<file path="src/rtl/pc_redirect_ctrl_if.sv">
// Redirect request/response bundle between execute/trap logic and the PC sequencer.
// Purely combinational wiring, no latency of its own.
// Backpressure is carried by hazardStall/pcStall; there is no valid/ready pair here.
interface pc_redirect_ctrl_if #(
  parameter int ADDR_SIZE = 32
);
  logic                 hazardStall;
  logic                 branchReq;
  logic                 branchTaken;
  logic [ADDR_SIZE-1:0] branchTarget;
  logic                 jumpReq;
  logic [ADDR_SIZE-1:0] jumpTargetIn;
  logic                 trapReq;
  logic [ADDR_SIZE-1:0] trapTarget;
  logic [1:0]           selWire;
  logic                 pcStall;
  logic [ADDR_SIZE-1:0] jumpTarget1;
  logic [ADDR_SIZE-1:0] jumpTarget2;
  logic [ADDR_SIZE-1:0] jumpTarget3;
  logic                 flush;
  logic                 misalignErr;
  logic                 busy;

  // Request side: execute/trap logic drives requests and observes PC control.
  modport master (
    output hazardStall, branchReq, branchTaken, branchTarget,
           jumpReq, jumpTargetIn, trapReq, trapTarget,
    input  selWire, pcStall, jumpTarget1, jumpTarget2, jumpTarget3,
           flush, misalignErr, busy
  );

  // Sequencer side.
  modport slave (
    input  hazardStall, branchReq, branchTaken, branchTarget,
           jumpReq, jumpTargetIn, trapReq, trapTarget,
    output selWire, pcStall, jumpTarget1, jumpTarget2, jumpTarget3,
           flush, misalignErr, busy
  );
endinterface

</file>
<file path="src/rtl/pc_redirect_ctrl.sv">
// Arbitrates trap/branch/jump redirects into the simpleBranch PC unit, then opens a flush window.
// Latency: request at cycle T drives selWire at T+1; PC loads at end of T+1 unless stalled.
// Backpressure: hazardStall freezes the PC and holds the pending redirect/flush count in place.
module pc_redirect_ctrl #(
  parameter int                   ADDR_SIZE    = 32,
  parameter int                   FLUSH_CYCLES = 2,
  parameter bit                   ALIGN_CHECK  = 1'b1,
  parameter logic [ADDR_SIZE-1:0] TRAP_VEC     = 'h80
) (
  input logic               clk,
  input logic               reset,
  pc_redirect_ctrl_if.slave bus
);

  typedef enum logic [1:0] {
    IDLE  = 2'd0,
    REDIR = 2'd1,
    FLUSH = 2'd2
  } state_t;

  localparam logic [1:0] SEL_BRANCH = 2'd1;
  localparam logic [1:0] SEL_JUMP   = 2'd2;
  localparam logic [1:0] SEL_TRAP   = 2'd3;
  localparam logic [3:0] FLUSH_INIT = 4'(FLUSH_CYCLES);

  state_t               state, state_nxt;
  logic [1:0]           pendSel, pendSel_nxt;
  logic [ADDR_SIZE-1:0] pendTarget, pendTarget_nxt;
  logic [3:0]           cnt, cnt_nxt;
  logic                 misErr, misErr_nxt;

  logic                 winVld;
  logic                 winMis;
  logic [1:0]           winSel;
  logic [ADDR_SIZE-1:0] winTarget;

  // Fixed-priority pick among this cycle's requests: trap, then taken branch, then jump.
  always_comb begin
    winVld    = bus.trapReq | (bus.branchReq & bus.branchTaken) | bus.jumpReq;
    winSel    = SEL_JUMP;
    winTarget = bus.jumpTargetIn;
    if (bus.trapReq) begin
      winSel    = SEL_TRAP;
      winTarget = bus.trapTarget;
    end else if (bus.branchReq && bus.branchTaken) begin
      winSel    = SEL_BRANCH;
      winTarget = bus.branchTarget;
    end
    // Trap handler addresses are trusted; only branch/jump targets are checked.
    winMis = ALIGN_CHECK && winVld && (winSel != SEL_TRAP) && (winTarget[1:0] != 2'b00);
  end

  // Next-state and pending-redirect update.
  always_comb begin
    state_nxt      = state;
    pendSel_nxt    = pendSel;
    pendTarget_nxt = pendTarget;
    cnt_nxt        = cnt;
    misErr_nxt     = 1'b0;
    case (state)
      IDLE: begin
        if (winVld) begin
          state_nxt = REDIR;
          if (winMis) begin
            pendSel_nxt    = SEL_TRAP;
            pendTarget_nxt = TRAP_VEC;
            misErr_nxt     = 1'b1;
          end else begin
            pendSel_nxt    = winSel;
            pendTarget_nxt = winTarget;
          end
        end
      end
      REDIR: begin
        // A late trap overrides a pending branch/jump even if the PC could load now.
        if (bus.trapReq && (pendSel != SEL_TRAP)) begin
          pendSel_nxt    = SEL_TRAP;
          pendTarget_nxt = bus.trapTarget;
        end else if (!bus.hazardStall) begin
          if (FLUSH_CYCLES == 0) begin
            state_nxt = IDLE;
          end else begin
            state_nxt = FLUSH;
            cnt_nxt   = FLUSH_INIT;
          end
        end
      end
      FLUSH: begin
        // Branch/jump here belong to the squashed path; only a trap restarts a redirect.
        if (bus.trapReq) begin
          state_nxt      = REDIR;
          pendSel_nxt    = SEL_TRAP;
          pendTarget_nxt = bus.trapTarget;
          cnt_nxt        = 4'd0;
        end else if (!bus.hazardStall) begin
          if (cnt <= 4'd1) begin
            state_nxt = IDLE;
            cnt_nxt   = 4'd0;
          end else begin
            cnt_nxt = cnt - 4'd1;
          end
        end
      end
      default: state_nxt = IDLE;
    endcase
  end

  // State register with synchronous active-low reset; reset abandons any redirect.
  always_ff @(posedge clk) begin
    if (!reset) begin
      state      <= IDLE;
      pendSel    <= 2'd0;
      pendTarget <= '0;
      cnt        <= 4'd0;
      misErr     <= 1'b0;
    end else begin
      state      <= state_nxt;
      pendSel    <= pendSel_nxt;
      pendTarget <= pendTarget_nxt;
      cnt        <= cnt_nxt;
      misErr     <= misErr_nxt;
    end
  end

  assign bus.selWire     = (state == REDIR) ? pendSel : 2'd0;
  assign bus.pcStall     = bus.hazardStall;
  assign bus.jumpTarget1 = pendTarget;
  assign bus.jumpTarget2 = pendTarget;
  assign bus.jumpTarget3 = pendTarget;
  assign bus.flush       = (state != IDLE);
  assign bus.busy        = (state != IDLE);
  assign bus.misalignErr = misErr;

endmodule

</file>
<file path="src/flat_wrapper.sv">
// flat-port wrapper written by rule: the top's interface ports become plain ports
module pc_redirect_ctrl_flat 
#(
  parameter int                   ADDR_SIZE    = 32,
  parameter int                   FLUSH_CYCLES = 2,
  parameter bit                   ALIGN_CHECK  = 1'b1,
  parameter logic [ADDR_SIZE-1:0] TRAP_VEC     = 'h80
)
  (clk, reset, bus_hazardStall, bus_branchReq, bus_branchTaken, bus_branchTarget, bus_jumpReq, bus_jumpTargetIn, bus_trapReq, bus_trapTarget, bus_selWire, bus_pcStall, bus_jumpTarget1, bus_jumpTarget2, bus_jumpTarget3, bus_flush, bus_misalignErr, bus_busy);
  pc_redirect_ctrl_if #(.ADDR_SIZE(ADDR_SIZE)) bus_i ();
  input logic clk;
  input logic reset;
  input wire logic [$bits(bus_i.hazardStall)-1:0] bus_hazardStall;
  input wire logic [$bits(bus_i.branchReq)-1:0] bus_branchReq;
  input wire logic [$bits(bus_i.branchTaken)-1:0] bus_branchTaken;
  input wire logic [$bits(bus_i.branchTarget)-1:0] bus_branchTarget;
  input wire logic [$bits(bus_i.jumpReq)-1:0] bus_jumpReq;
  input wire logic [$bits(bus_i.jumpTargetIn)-1:0] bus_jumpTargetIn;
  input wire logic [$bits(bus_i.trapReq)-1:0] bus_trapReq;
  input wire logic [$bits(bus_i.trapTarget)-1:0] bus_trapTarget;
  output wire logic [$bits(bus_i.selWire)-1:0] bus_selWire;
  output wire logic [$bits(bus_i.pcStall)-1:0] bus_pcStall;
  output wire logic [$bits(bus_i.jumpTarget1)-1:0] bus_jumpTarget1;
  output wire logic [$bits(bus_i.jumpTarget2)-1:0] bus_jumpTarget2;
  output wire logic [$bits(bus_i.jumpTarget3)-1:0] bus_jumpTarget3;
  output wire logic [$bits(bus_i.flush)-1:0] bus_flush;
  output wire logic [$bits(bus_i.misalignErr)-1:0] bus_misalignErr;
  output wire logic [$bits(bus_i.busy)-1:0] bus_busy;
  assign bus_i.hazardStall = bus_hazardStall;
  assign bus_i.branchReq = bus_branchReq;
  assign bus_i.branchTaken = bus_branchTaken;
  assign bus_i.branchTarget = bus_branchTarget;
  assign bus_i.jumpReq = bus_jumpReq;
  assign bus_i.jumpTargetIn = bus_jumpTargetIn;
  assign bus_i.trapReq = bus_trapReq;
  assign bus_i.trapTarget = bus_trapTarget;
  assign bus_selWire = bus_i.selWire;
  assign bus_pcStall = bus_i.pcStall;
  assign bus_jumpTarget1 = bus_i.jumpTarget1;
  assign bus_jumpTarget2 = bus_i.jumpTarget2;
  assign bus_jumpTarget3 = bus_i.jumpTarget3;
  assign bus_flush = bus_i.flush;
  assign bus_misalignErr = bus_i.misalignErr;
  assign bus_busy = bus_i.busy;
  pc_redirect_ctrl #(.ADDR_SIZE(ADDR_SIZE), .FLUSH_CYCLES(FLUSH_CYCLES), .ALIGN_CHECK(ALIGN_CHECK), .TRAP_VEC(TRAP_VEC)) u_core (.clk(clk), .reset(reset), .bus(bus_i));
endmodule
</file>
<file path="config.mk">
export PLATFORM = sky130hd
export DESIGN_NAME = pc_redirect_ctrl_flat
export DESIGN_NICKNAME = d
export VERILOG_FILES = /design/src/rtl/pc_redirect_ctrl_if.sv /design/src/rtl/pc_redirect_ctrl.sv /design/src/flat_wrapper.sv
export SDC_FILE = /design/constraint.sdc
export NUM_CORES = 1
export LEC_CHECK = 0
export ABC_CLOCK_PERIOD_IN_PS = 4630
export CAP_MARGIN = 20
export CORE_MARGIN = 3
export CORE_UTILIZATION = 40
export CTS_BUF_LIST = sky130_fd_sc_hd__clkbuf_16
export CTS_CLUSTER_DIAMETER = 120
export CTS_CLUSTER_SIZE = 25
export DETAILED_ROUTE_END_ITERATION = 8
export PLACE_DENSITY_LB_ADDON = 0.12
export REMOVE_ABC_BUFFERS = 1
export SLEW_MARGIN = 20
export SYNTH_ARGS = -nofsm -noshare
export SYNTH_HDL_FRONTEND = slang
export SYNTH_SLANG_ARGS = --single-unit
export TNS_END_PERCENT = 1
</file>
<file path="constraint.sdc">
create_clock -name clk -period 4.63 [get_ports clk]
set_clock_uncertainty 0.2 [all_clocks]
set_input_delay 0.463 -clock clk [delete_from_list [all_inputs] [get_ports clk]]
set_output_delay 0.463 -clock clk [all_outputs]
set_load 0.02 [all_outputs]
</file>
==> metrics.md, run 1 <==
| Metric | Value |
|---|---|
| Avg Vias per Cell | 5.38 |
| Pin count of the biggest net entering global routing | 38 |
| Final hold viol count | 0 |
| CTS resizes | 0 |
| Tot Pwr | 0.00305 W |
| Cells on Worst Hold Path | 2 |
| I/O Buffers | 204 |
| Crit. End Element | register |
| Hold WS | 281 ps |
| Critical path type | in -> reg |
| Routed wire length | 10.0 mm |
| Hold buffers post-CTS | 0 |
| Yosys top cell area share | 0.253 |
| Post-synthesis async set-or-reset flop share | 0 |
| Leading area contributor after synthesis | dfxtp_1 |
| Finished Cell Area | 0.00493 sq mm |
| Nets | 603 |
| RSZ-0062 raised after global routing | no |
| Tcrit/Tclk final | 0.645 |
| Post-DRT Antenna Nets | 0 |
| Clk pin slew, worst setup/hold paths | 60 ps |
| Area growth syn-to-layout | 52.0% |
| Min Clock Period, post-route | 2980 ps |
| Core box area | 0.00781 sq mm |
| Initial detailed-routing violation count | 60 |
| Worst-path maximum fanout | 34 |
| Vias in the first global route | 3,224 |
| Final setup margin | 1650 ps |
| Power Density | 619 mW/mm^2 |
| Worst path depth | 6 |
| Slowest stage cell, crit path | clkdlybuf4s50_1 |
| Setup Viol. Count Final | 0 |
| Worst r2r path cells | 5 |
| Placed inst area | 0.00479 sq mm |
| Avg WL per Cell | 16.9 um |
| H-tree depth | 2 |
| Height of the die | 96.0 um |
| Share of layout cells above drive strength 1 | 0.114 |
| Worst vdd ir | 322 uV |
| Critical path startpoint | bus_trapReq |
| Sum Neg Setup Slack | 0 ps |
| Worst-path cell chain | clkdlybuf4s50_1, buf_4, nand2b_4, a32o_1, and2_4, a311oi_2 |
| Post-CTS setup buffers | 0 |
| Antenna violations before repair | 0 |
| Total track usage | 0.215 |
| Main synth FF type | dfxtp_1 |
| FMAX | 335 MHz |
| Synth Area per Inst | 8.71 sq um |
| Worst skew pair latency | 280 ps |
| Leak | 1.74 nW |
| Most common library cells after synthesis | buf_4 (66), dfxtp_1 (41), nand2_1 (36) |
| Drt first pass iters | 4 |
| Synth cell types | 46 |
| Cell Area, Synth | 0.00324 sq mm |
| Routed vias | 3,199 |
| DP Wirelength | 7.64 mm |
| CP bufs+invs | 2 |
| Max-cap viol count | 0 |
| TritonCTS Sinks | 41 |
| Register area share after synthesis | 0.253 |
| IO Pins | 205 |
| Count leader, synth | buf_4 |
| Ys Warns | 0 |
| Arr. time, crit path | 2900 ps |
| Clk root buf | clkbuf_16 |
| Cells after Synth | 372 |
| Worst-Margin Slew | 1040 ps |
| RePlAce Congestion | 0.775 |
| Synth Register Bits | 41 |
| Hold Path Class | reg -> reg |
| Post-route DRC | 0 |
| Hold_sp | u_core.cnt[3] |
| Run status | completed |
| Post-synth EDFFs | 0 |
| Initial core utilization | 0.415 |
| Crit-path max cell delay | 720 ps |
| Rows | 32 |
| Largest delay share family, worst path | buffers and inverters |
| Maximum buffer depth of the clock tree | 2 |
| Die Wd | 96.0 um |
| Final Max Tran Viols | 0 |
| Die ar. | 0.00922 sq mm |
| N_diodes | 0 |
| RR Startpoint | u_core.state[0] |
| Post-place setup slack | 1350 ps |
| CP Data Required Time | 4540 ps |
| Congestion Overflow GR | 0 |
| CTS Buf Count | 5 |
| Critical path startpoint category | input pin |
| Max_slew headroom | 0.309 |
| TritonCTS clock tree | done |
| Global-route wire length before repair | 15.6 mm |
| Synth area leaders | dfxtp_1 (25%), buf_4 (15%), a311oi_2 (7.9%) |
-- worst min-delay path: cells and delay by family (launching register included) --
family	cells	cell delay (ps)
AO/OA/AOI/OAI	2	110
flip-flops	1	320
-- cell usage in the layout (no fill, tap or decap), types with 7 or more instances in the layout --
cell             Yosys  final
a221oi_1            13     13
o22ai_1             14     14
o211ai_1            17     17
a311oi_2            17     17
nand2_1             36     36
a21oi_1             29     28
nand2b_1            17     17
mux2_2              18     18
clkdlybuf4s50_1      0    204
dfxtp_1             41     41
o2111ai_1           13     13
ha_1                 7      7
inv_1               10     11
-- per-stage QoR --
stage / utilization / cells
2_1_floorplan: - / 277
3_3_place_gp: 0.614 / 588
3_5_place_dp: 0.614 / 588
4_1_cts: 0.631 / 595
5_1_grt: 0.631 / 595
6_report: 0.631 / 595
-- layout make-up --
type                       instances  area (sq um)
fill                             702          2880
timing repair buffer             209          2080
multi-input combinational        225          1730
sequential                        41           821
tap                              102           128
clock buffer                       5           125
inverter                          11          41.3
clock inverter                     2          7.51
-- metal layers --
| metal | wire (um) | vias to the layer above | GRT usage |
|---|---|---|---|
| li1 | - | 1567 | - |
| met1 | 4000 | 1489 | 0.246 |
| met2 | 5110 | 137 | 0.396 |
| met3 | 819 | 6 | 0.0532 |
| met4 | 94 | 0 | 0.0545 |
| met5 | 0 | - | 0 |
-- state kept, by name, indices dropped and copies added (netlist names) --
name / flops
u_core.cnt: 4
u_core.bus.jumpTarget1: 32
u_core.pendSel: 2
u_core.bus.misalignErr: 1
u_core.state: 2
-- worst paths after layout --
check	endpoint	slack, ps
setup / recovery	u_core.bus.jumpTarget1[14]	1650
hold / removal	u_core.cnt[3]	280
setup reg to reg	u_core.bus.jumpTarget1[22]	2040
hold reg to reg	u_core.cnt[3]	280
-- cell families after synthesis --
group | synth area share
fa+ha+maj | 0.0270
mux | 0.0656
compound gates | 0.321
buf+inv | 0.217
flops | 0.253
simple gates | 0.116
-- where the power goes --
group | switching [W] | internal (W) | total (W)
Combinational | 0.00110 | 0.000973 | 0.00207
Clock | 0.000132 | 0.000193 | 0.000325
Sequential | 0.000154 | 0.000500 | 0.000654
Total | 0.00138 | 0.00167 | 0.00305
(Power assumes the default switching activity.)
==> inputs of run 2 (changes only) <==
ABC_CLOCK_PERIOD_IN_PS = 2400   (was 4630)
CORE_UTILIZATION = 34   (was 40)
clock period = 2.4 ns   (was 4.63 ns; I/O delays follow)
==> run 2 against run 1 <==
  * Critical path depth shrank 2
  * Core utilization down 7.7 points
  * Setup slack got worse by 1500 ps
  * Register-to-register slack got worse by 1800 ps
  * Critical path type is now reg -> out
  * Largest power group unchanged
  * Highest routed layer unchanged
==> metrics.md, run 2 (synthesis gave the netlist of run 1 again) <==
| Metric | Value |
|---|---|
| N_diodes | 0 (unchanged) |
| Post-DRT Antenna Nets | 0 (unchanged) |
| Arr. time, crit path | 1800 ps (-1100 ps) |
| Power Density | 1190 mW/mm^2 (+92%) |
| Congestion Overflow GR | 0 (unchanged) |
| Rows | 35 (+9.4%) |
| Finished Cell Area | 0.00512 sq mm (+3.8%) |
| Total track usage | 0.194 (-0.0212) |
| Initial core utilization | 0.351 (-0.0644) |
| Die Wd | 104 um (+7.9%) |
| Leak | 1.82 nW (+5.1%) |
| Tcrit/Tclk final | 0.934 |
| RSZ-0062 raised after global routing | no |
| Initial detailed-routing violation count | 93 (+55%) |
| Flop pwr share | 0.207 (-0.008) |
| Max FFs per register | 32 (unchanged) |
| Share of layout cells above drive strength 1 | 0.144 (+0.0301) |
| Nets | 619 (+2.7%) |
| Avg WL per Cell | 16.9 um (+0.21%) |
| Final Max Tran Viols | 0 (unchanged) |
| Internal | 0.00335 W (+100%) |
| H-tree depth | 2 (unchanged) |
| CTS Buf Count | 5 (unchanged) |
| Pin count of the biggest net entering global routing | 35 (-7.9%) |
| Filler cell count | 844 (+20%) |
| Placed inst area | 0.00498 sq mm (+4.0%) |
| Avg Vias per Cell | 5.17 (-3.8%) |
| Switch Pwr | 0.00273 W (+97%) |
| Die ar. | 0.0107 sq mm (+17%) |
| Clk pin slew, worst setup/hold paths | 60 ps (about the same) |
| Combinational share of power | 0.689 (+0.010) |
| Setup Viol. Count Final | 0 (unchanged) |
| Post-CTS setup buffers | 0 (unchanged) |
| Worst skew pair latency | 280 ps (about the same) |
| TritonCTS clock tree | done |
| Most common cell after layout, fill and taps aside | clkdlybuf4s50_1 |
| TritonCTS Sinks | 41 (unchanged) |
| Post-Place Cells | 631 (+7.3%) |
| Tot Pwr | 0.00608 W (+99%) |
| Max_slew headroom | 0.467 (+0.158) |
| DP Wirelength | 8.14 mm (+6.6%) |
| Critical path type | reg -> out |
| Commonest cells after routing, fill and taps aside | clkdlybuf4s50_1 (204), dfxtp_1 (41), nand2_1 (36), a21oi_1 (28) |
| Hold Path Class | reg -> reg |
| Switching share of power | 0.448 (-0.00546) |
| Maximum buffer depth of the clock tree | 2 (unchanged) |
| Vias in the first global route | 3,383 (+4.9%) |
| Clock power frac | 0.104 (-0.003) |
| Height of the die | 104 um (+7.9%) |
| Worst-Margin Slew | 799 ps (-237 ps) |
| Number of non-filler instances in the completed layout | 637 (+7.1%) |
| Min Clock Period, post-route | 2240 ps |
| Run status | completed |
| Critical path startpoint category | register |
| Hold buffers post-CTS | 0 (unchanged) |
| Routed wire length | 10.8 mm (+7.3%) |
| CP Data Required Time | 1960 ps (-2580 ps) |
| RePlAce Congestion | 0.766 (-1.1%) |
| Antenna violations before repair | 0 (unchanged) |
| Core box area | 0.00924 sq mm (+18%) |
| CTS resizes | 0 (unchanged) |
| Area growth syn-to-layout | 57.8% |
| FMAX | 446 MHz |
| Register area | 821 sq um (unchanged) |
| Post-route DRC | 0 (unchanged) |
| IO Pins | 205 (unchanged) |
| Clk root buf | clkbuf_16 |
| Sum Neg Setup Slack | 0 ps (unchanged) |
| Max-cap viol count | 0 (unchanged) |
| Multi-input gate area | 0.00173 sq mm (unchanged) |
| Drt first pass iters | 4 (unchanged) |
| Final hold viol count | 0 (unchanged) |
| Crit. End Element | primary output |
| Worst-path maximum fanout | 7 (-79%) |
| Global-route wire length before repair | 17.2 mm (+10%) |
| Worst vdd ir | 598 uV (+86%) |
| I/O Buffers | 204 (unchanged) |
| Routed vias | 3,295 (+3.0%) |
==> run 2: cell types whose count changed in the layout (fill, tap and decap cells not counted), sizes merged <==
cell	previous run	this run
buf	5	21
inv	12	11
==> run 2: path summary, 6_finish.rpt <==
| path | start | to | slack [ps] | cells past startpoint |
|---|---|---|---|---|
| worst max-delay path | u_core.state[1] | bus_selWire[1] | 160 | 4 |
| worst min register to register | u_core.cnt[3] | u_core.cnt[3] | 280 | 2 |
| worst min-delay path | u_core.cnt[3] | u_core.cnt[3] | 280 | 2 |
| worst max register to register | u_core.state[0] | u_core.bus.jumpTarget1[10] | 290 | 6 |
==> run 2: metal layers <==
| metal | GRT usage | vias to the layer above | share of wire |
|---|---|---|---|
| li1 | - | 1588 | - |
| met1 | 0.228 | 1536 | 0.40 |
| met3 | 0.0430 | 17 | 0.072 |
| met5 | 0 | - | 0 |
| met2 | 0.352 | 154 | 0.50 |
| met4 | 0.0589 | 0 | 0.020 |
==> run 2: layout make-up <==
cell class | count | area share
well taps | 129 | 0.0315
flip-flops and latches | 41 | 0.160
multi-input cells | 225 | 0.337
clock inverters | 1 | 0.000978
inverters | 11 | 0.00807
clock buffers | 5 | 0.0245
repair buffers | 225 | 0.437
==> run 2: per-stage QoR <==
stage / worst slack (ps) / util / hold WS [ps]
detailed placement: -69.2 / 0.539 / 275
CTS: 167 / 0.553 / 284
global placement: -61.0 / 0.539 / 260
global route: 100 / 0.554 / 329
floorplan: -55.0 / - / 186
finish: 158 / 0.554 / 280
==> run 2: worst max-delay path, stage by stage (launching register included) <==
cell             delay, ps
dfxtp_1                340
inv_1                  110
ha_1                   280
and2_1                 170
clkdlybuf4s50_1        600
==> run 2: power groups by stage <==
stage	Combinational, W	Clock (W)	Sequential [W]
after floorplan	0.00131	0	0.00205
after global placement	0.00418	0	0.00126
after detailed placement	0.00421	0	0.00127
after CTS	0.00422	0.000653	0.00127
after global routing	0.00447	0.000681	0.00131
final	0.00419	0.000633	0.00126
